<file path="src/rtl/prefetch_unit.sv">
// prefetch_unit: streams aligned bus words into a byte queue and hands out
// one variable-length PISA instruction per valid/ready transfer.
// Optional feature macro: PREFETCH_STALL_COUNT_EN adds the stall_cycles
// counter output (consumer ready but no instruction available).
module prefetch_unit #(
  parameter int BUS_BYTES   = 4,
  parameter int QUEUE_BYTES = 16
) (
  input  logic                   clk,
  input  logic                   rst,
  input  logic [1:0]             mode,
  output logic                   mem_req,
  output logic [31:0]            mem_addr,
  input  logic                   mem_ack,
  input  logic [8*BUS_BYTES-1:0] mem_rdata,
  input  logic                   redirect,
  input  logic [31:0]            redirect_pc,
  output logic                   inst_valid,
  input  logic                   inst_ready,
  output logic [31:0]            inst_pc,
  output logic [3:0]             inst_len,
  output logic [7:0]             inst_opcode,
  output logic [2:0]             inst_rs1,
  output logic [2:0]             inst_rs2,
  output logic [31:0]            inst_imm,
  output logic [31:0]            inst_imem,
  output logic                   inst_illegal
`ifdef PREFETCH_STALL_COUNT_EN
  ,
  output logic [31:0]            stall_cycles
`endif
);

  localparam int QW = $clog2(QUEUE_BYTES);
  localparam int CW = QW + 1;
  localparam int OW = (BUS_BYTES > 1) ? $clog2(BUS_BYTES) : 1;

  typedef enum logic [1:0] {
    S_IDLE = 2'd0,
    S_REQ  = 2'd1,
    S_DROP = 2'd2
  } state_t;

  state_t        state, state_next;
  logic [7:0]    queue [QUEUE_BYTES];
  logic [7:0]    head  [16];
  logic [QW-1:0] rd_ptr, wr_ptr;
  logic [CW-1:0] count;
  logic [CW-1:0] free_n, push_n;
  logic [31:0]   fetch_addr;
  logic [OW-1:0] fetch_offset;
  logic          push_en, fire, pop_en;
  logic [2:0]    op_type;
  logic [2:0]    ib;
  logic [3:0]    imm_pos, imem_pos;

  assign free_n = CW'(QUEUE_BYTES) - count;
  assign push_n = CW'(BUS_BYTES) - CW'(fetch_offset);
  assign fire   = inst_valid && inst_ready;
  assign pop_en = fire && !redirect;

  // Fetch FSM state register
  always_ff @(posedge clk) begin
    if (rst) state <= S_IDLE;
    else     state <= state_next;
  end

  // Fetch FSM next state; a redirect never withdraws an outstanding request
  always_comb begin
    state_next = state;
    push_en    = 1'b0;
    case (state)
      S_IDLE: begin
        if (!redirect && (free_n >= CW'(BUS_BYTES))) state_next = S_REQ;
      end
      S_REQ: begin
        if (mem_ack) begin
          state_next = S_IDLE;
          push_en    = !redirect;
        end else if (redirect) begin
          state_next = S_DROP;
        end
      end
      S_DROP: begin
        if (mem_ack) state_next = S_IDLE;
      end
      default: state_next = S_IDLE;
    endcase
  end

  // Registered bus request; address only latched when a new request starts
  always_ff @(posedge clk) begin
    if (rst) begin
      mem_req  <= 1'b0;
      mem_addr <= '0;
    end else begin
      mem_req <= (state_next == S_REQ) || (state_next == S_DROP);
      if ((state == S_IDLE) && (state_next == S_REQ)) mem_addr <= fetch_addr;
    end
  end

  // Queue storage: only bytes from fetch_offset upward of the word are kept
  always_ff @(posedge clk) begin
    if (push_en) begin
      for (int i = 0; i < BUS_BYTES; i++) begin
        if (OW'(i) >= fetch_offset)
          queue[wr_ptr + QW'(i) - QW'(fetch_offset)] <= mem_rdata[8*i +: 8];
      end
    end
  end

  // Queue pointers and occupancy; redirect flushes and beats any pop
  always_ff @(posedge clk) begin
    if (rst || redirect) begin
      rd_ptr <= '0;
      wr_ptr <= '0;
      count  <= '0;
    end else begin
      wr_ptr <= wr_ptr + (push_en ? QW'(push_n) : QW'(0));
      rd_ptr <= rd_ptr + (pop_en ? QW'(inst_len) : QW'(0));
      count  <= count + (push_en ? push_n : CW'(0)) - (pop_en ? CW'(inst_len) : CW'(0));
    end
  end

  // Fetch pointer and instruction PC tracking
  always_ff @(posedge clk) begin
    if (rst) begin
      fetch_addr   <= '0;
      fetch_offset <= '0;
      inst_pc      <= '0;
    end else if (redirect) begin
      fetch_addr   <= redirect_pc & ~32'(BUS_BYTES - 1);
      fetch_offset <= OW'(redirect_pc % 32'(BUS_BYTES));
      inst_pc      <= redirect_pc;
    end else begin
      if (push_en) begin
        fetch_addr   <= fetch_addr + 32'(BUS_BYTES);
        fetch_offset <= '0;
      end
      if (pop_en) inst_pc <= inst_pc + 32'(inst_len);
    end
  end

  // Window of bytes starting at the queue head, wrapping around the queue
  always_comb begin
    for (int i = 0; i < 16; i++) head[i] = queue[rd_ptr + QW'(i)];
  end

  // Decode length and fields of the head instruction under the current mode
  always_comb begin
    op_type      = head[0][7:5];
    inst_opcode  = head[0];
    inst_illegal = (op_type == 3'b111);
    case (mode)
      2'b00:   ib = 3'd1;
      2'b01:   ib = 3'd2;
      default: ib = 3'd4;
    endcase
    imm_pos   = 4'd1 + {3'b000, op_type[2]};
    imem_pos  = imm_pos + (op_type[0] ? {1'b0, ib} : 4'd0);
    inst_len  = 4'd1;
    inst_rs1  = '0;
    inst_rs2  = '0;
    inst_imm  = '0;
    inst_imem = '0;
    if (!inst_illegal) begin
      inst_len = imem_pos + (op_type[1] ? 4'd4 : 4'd0);
      if (op_type[2]) begin
        inst_rs1 = head[1][6:4];
        inst_rs2 = head[1][2:0];
      end
      if (op_type[0]) begin
        for (int k = 0; k < 4; k++)
          if (k < int'(ib)) inst_imm[8*k +: 8] = head[imm_pos + 4'(k)];
      end
      if (op_type[1]) begin
        for (int k = 0; k < 4; k++) inst_imem[8*k +: 8] = head[imem_pos + 4'(k)];
      end
    end
    inst_valid = (count != '0) && (count >= CW'(inst_len));
  end

`ifdef PREFETCH_STALL_COUNT_EN
  // Count cycles the consumer waited on an empty or partial head
  always_ff @(posedge clk) begin
    if (rst) stall_cycles <= '0;
    else if (inst_ready && !inst_valid && !redirect) stall_cycles <= stall_cycles + 32'd1;
  end
`endif

endmodule
</file>
<file path="config.mk">
export PLATFORM = sky130hd
export DESIGN_NAME = prefetch_unit
export DESIGN_NICKNAME = d
export VERILOG_FILES = /design/src/rtl/prefetch_unit.sv
export SDC_FILE = /design/constraint.sdc
export NUM_CORES = 1
export LEC_CHECK = 0
export BUFFER_PORTS_ARGS = -buffer_cell sky130_fd_sc_hd__clkbuf_2
export CAP_MARGIN = 20
export CELL_PAD_IN_SITES_DETAIL_PLACEMENT = 1
export CELL_PAD_IN_SITES_GLOBAL_PLACEMENT = 1
export CORE_MARGIN = 4
export CORE_UTILIZATION = 45
export CTS_BUF_LIST = sky130_fd_sc_hd__clkbuf_8 sky130_fd_sc_hd__clkbuf_16
export DETAILED_ROUTE_END_ITERATION = 16
export PLACE_DENSITY_LB_ADDON = 0.1
export SYNTH_ARGS = -nofsm -noshare
export SYNTH_HDL_FRONTEND = slang
export SYNTH_SLANG_ARGS = --single-unit
</file>
<file path="constraint.sdc">
create_clock -name clk -period 10.6 [get_ports clk]
set_clock_uncertainty 0.05 [all_clocks]
set_input_delay 2.12 -clock clk [delete_from_list [all_inputs] [get_ports clk]]
set_output_delay 2.12 -clock clk [all_outputs]
set_load 0.01 [all_outputs]
</file>
# Word level (Yosys, flattened, before mapping)
# Memories as Yosys holds them, arrays and structs flattened. A register that Yosys moved wholly into a read port is not among the register bits.
# Cells that the tools add are included.
word_totals:
  reg_bits: 114
  ram_bits: 128
  in_bits: 71
  output_inout_bits: 149
  elab_cells: 166
  memories: 1
classes:
  add_sub_neg: 39
  order_cmp: 18
  n_eq_ne: 6
  n_mux: 70
  bitwise_logic: 8
  n_reduce_logical: 14
mem_list:
  columns: ["memory", "depth", "width", "rd", "rd_clocked_by_memory_dff", "wr", "line_no", "source"]
  rows:
  - ["queue", 16, 8, 16, 1, 4, "45", "logic [7:0] queue [QUEUE_BYTES];"]
ops:
  columns: ["operator", "n"]
  rows:
  - ["binary-select mux 8 bit (select 4 bit)", 8]
  - ["2-to-1 mux 32 bit", 8]
  - ["2-to-1 mux 8 bit", 20]
  - [">= comparator 5 bit (second input constant)", 8]
  - ["adder 32 x 3 -> 32 bit (second input constant)", 1]
  - ["adder 32 x 4 -> 32 bit", 1]
  - ["adder 4 bit (second input constant)", 8]
  - ["adder 4 x 2 -> 4 bit (second input constant)", 6]
  - ["2-to-1 mux 4 bit", 5]
  - ["inverter 4 -> 5 bit", 4]
  - ["2-to-1 mux 3 bit", 6]
  - ["adder 4 x 3 -> 4 bit (second input constant)", 4]
  - ["subtractor 4 x 2 -> 4 bit", 4]
  - ["inverter 3 -> 5 bit", 3]
  - ["2-to-1 mux 1 bit", 14]
  - ["adder 4 x 1 -> 4 bit (second input constant)", 3]
  - ["2-to-1 mux 2 bit", 6]
  - ["adder 4 bit", 2]
  - ["adder 2 x 2 -> 3 bit (second input constant)", 2]
  - ["== test 2 x 1 -> 1 bit (second input constant)", 3]
  - ["< comparator 1 x 3 -> 1 bit (first input constant)", 2]
  - ["< comparator 2 x 3 -> 1 bit (first input constant)", 2]
  - ["case mux 2 bit (3 select lines)", 1]
  - ["case mux 3 bit (2 select lines)", 1]
  - ["23 further kinds", 33]

# Logic depth before layout (Yosys ltp)
depth:
  word_depth: 13
  ltp_mapped: 30

# Worst setup path before layout
# Ideal clock, no wire load.
synth_timing:
  path_kind: "in2out"
  from: "in mode[1]"
  to: "out inst_imem[17]"
  arrival_ns: 5.455
  required_ns: 8.430
  slack_ns: 2.975
  path_stages: 12
  path_cell_list: "or2_2 -> nor2_1 -> ha_1 -> inv_1 -> fa_1 -> xnor2_4 -> buf_2 -> ha_1 -> xor2_4 -> buf_6 -> mux4_2 -> a211oi_1"
synth_between:
  elab_chain_cells: 11
  word_cells_on_any_way: 12
synth_lines:
  columns: ["item", "line_no", "source"]
  rows:
  - ["from (decl)", "11", "input logic [1:0] mode,"]
  - ["== test 2 x 1 -> 1 bit or zero test 2 bit (tied branches)", "154", "case (mode)"]
  - ["case mux 3 bit (2 select lines) (*)", "154", null]
  - ["2-to-1 mux 3 bit (*)", "160", "imem_pos = imm_pos + (op_type[0] ? {1'b0, ib} : 4'd0);"]
  - ["adder 2 x 3 -> 4 bit (*)", "160", null]
  - ["adder 4 x 2 -> 4 bit (*)", "177", "for (int k = 0; k < 4; k++) inst_imem[8*k +: 8] = head[imem_pos + 4'(k)];"]
  - ["inverter 4 -> 5 bit (not written as such) (*)", "177", null]
  - ["binary-select mux 8 bit (select 4 bit) (*)", "177", null]
  - ["2-to-1 mux 8 bit (not written as such) (*) (2 in a row)", "177", null]
  - ["2-to-1 mux 32 bit (*)", "176", "if (op_type[1]) begin"]
  - ["2-to-1 mux 32 bit (*)", "166", "if (!inst_illegal) begin"]
  - ["to (decl)", "26", "output logic [31:0] inst_imem,"]
# Mark *: on every way between the ends. The rest lies on a longest branch, timed or not. The select of a mux whose other input is x is not followed.

==> metrics.cfg <==
[global_routing]
grt_pass1_vias = 23200
overflow = 0
antenna_found_initial = 6
grt_pass1_wl_um = 155000
grt_max_degree = 95
track_usage_pct = 33.6

[yosys]
ys_seq_area_share_pct = 23.5
synth_common_cells = 318 x nand2_1, 298 x nor2_1, 296 x mux2i_1
async_flop_share_pct = 0
ys_top_cells_by_area = mux4_2 19%, edfxtp_1 15%, mux2i_1 12%
synth_top_area_share_pct = 18.8
synth.largest_area_cell = mux4_2
synth-seq-cells = 238
synth.distinct_cells = 82
synth_enable_flop_cells = 128
ys_warn_count = 0
synth.most_common_cell = nand2_1
synthCells = 2732
syn_avg_cell_area_um2 = 9.43
netlist_area_um2 = 25800
ys.flop_type = edfxtp_1

[layout]
synthToLayoutAreaGrowth_pct = 9.62
drive_gt1_share_pct = 25.5
finalNetCount = 2946
final_cell_count_no_fill = 3594
fin_util_pct = 50.0

[clocking]
cts_resized = 0
clk_latency_ns = 0.57
path_clk_slew_ns = 0.06
post-cts-setup-buffer-count = 0
clockRootBuffer = clkbuf_16
clockBufferDepth = 3
clock_sinks = 238
postCtsHoldBufs = 0
cts_max_level = 1
cts_buffers = 27
cts_tree = yes

[critical_path]
end_kind = output pin
r2r_start = rd_ptr[2]
required_ns = 8.43
r2r_end = count[3]
worstPathMaxFanout = 42
startpoint_type = flip-flop
reg2reg_depth = 27
crit_type = reg -> out
arrival_ns = 6.91
r2r_slack_ns = 2.46

[floorplan]
ios = 220
row_count = 87
coreArea_um2 = 56500
initial_core_util_pct = 45.6
die_x_um = 247
die_y_um = 247
dieArea_um2 = 61100

[job]
max_cap_viol_count = 0

[place]
portBuffers = 217
place_hpwl_um = 81500
place_congestion = 0.955
dpl.cell_count = 3531

[routing]
viasPerCell = 6.68
final_antenna_net_count = 0
wl_per_cell_um = 29.4
drt_wl_total_um = 106000
drc = 0
dr.pass1.iters = 8
drt_iter0_markers = 2391
num_vias = 24000

[sta]
slew-limit-headroom_pct = 27.8
setup_viol = 0
min_period_ns = 9.08
worst_hold_slack_ns = 0.408
rsz0062_at_grt = no
finalHoldViolCount = 0
setup_tns_ns = 0
max_freq_mhz = 110
period_share_pct = 85.6
worstMarginPinSlew_ns = 1.08
slew_violations = 0

[worst_hold_path]
hold_path.class = reg -> reg
min_to = mem_addr[18]
hold_path.startpoint = mem_addr[18]
min_path_cells = 2

[pwr]
p_total_mw = 2.73
vdd.ir_drop.worst_uv = 112
p_per_area_nw_per_um2 = 96.6
p_leak_nw = 10.9

[status]
status = complete, no violations

==> report_power, final <==
part | internal (mW) | switching [mW] | total, mW
clock | 0.493 | 0.393 | 0.887
combinational | 0.308 | 0.489 | 0.797
sequential | 1.00 | 0.0384 | 1.04
==> metal layers <==
metal,vias up,part of all wire (%),GRT usage [%]
li1,10400,-,-
met1,12300,44,50.9
met2,1186,44,50.8
met3,161,8.8,4.97
met4,2,2.5,7.70
met5,-,0.012,0
==> critical path: stages, from the launching register on <==
cell and delay (ns):
dfxtp_2 1.01, clkinv_1 0.18, buf_4 0.30, mux4_2 0.52, mux2i_4 0.33, buf_4 0.45, ha_4 0.20, inv_1 0.04
fa_1 0.52, xnor2_4 0.22, buf_4 0.53, ha_1 0.28, xor2_1 0.08, nor2_2 0.31, inv_1 0.12, ha_1 0.32
a211oi_1 0.50, nor2_1 0.19, clkbuf_2 0.19
==> final cells by class <==
| type | instances | area [um^2] |
|---|---|---|
| antenna | 3 | 7.51 |
| inverter | 75 | 282 |
| tap | 756 | 946 |
| clock buffer | 30 | 728 |
| multi-input combinational | 2185 | 18400 |
| fill | 6410 | 28300 |
| timing repair buffer | 287 | 1670 |
| sequential | 238 | 6060 |
| clock inverter | 20 | 104 |
==> state kept, by name, summed over array words and instances, names as in the netlist <==
name,flops
queue,128
fetch_addr,30
wr_ptr,4
inst_pc,32
state,2
rd_ptr,4
mem_req,1
count,5
mem_addr,30
fetch_offset,2
==> logic make-up after synthesis <==
| group | count (synthesis) | share of synthesized area [%] |
|---|---|---|
| xor gates and xnor gates | 72 | 2.68 |
| buffers and inverters | 310 | 5.41 |
| and+or+nand+nor | 815 | 13.6 |
| AOI/OAI and AO/OA | 577 | 14.3 |
| muxes | 658 | 37.3 |
| DFF | 238 | 23.5 |
| other | 1 | 0.0146 |
| adders and majority gates | 61 | 3.28 |
==> worst max path at each step <==
stage / depth (start not counted) / from / slack [ns] / to
after detailed placement: 18 / rd_ptr[2] / 2.20 / inst_valid
after global placement: 17 / rd_ptr[2] / 2.37 / inst_valid
after floorplan: 12 / mode[1] / 2.98 / inst_imem[17]
after global routing: 19 / rd_ptr[2] / 1.12 / inst_imem[14]
final: 18 / rd_ptr[2] / 1.52 / inst_valid
after CTS: 18 / rd_ptr[2] / 1.59 / inst_valid
==> through the flow <==
step | worst slack [ns] | instance area (um^2)
after CTS | 1.59 | 28100
after floorplan | 2.98 | 25800
after global placement | 2.37 | 27200
after global routing | 1.12 | 28200
after detailed placement | 2.20 | 27300
final | 1.52 | 28200
==> placed cells by master (no fill, tap or decap), drive strengths merged, types with 65 or more instances in the layout <==
| master | count |
|---|---|
| nor2 | 305 |
| nand2 | 318 |
| mux2 | 137 |
| mux4 | 224 |
| a21oi | 182 |
| mux2i | 297 |
| a211oi | 87 |
| edfxtp | 128 |
| a21o | 65 |
| dfxtp | 110 |
| clkbuf | 247 |
| o21ai | 96 |
| buf | 70 |
| inv | 87 |
No activity file was read; power rests on OpenSTA's default activity.
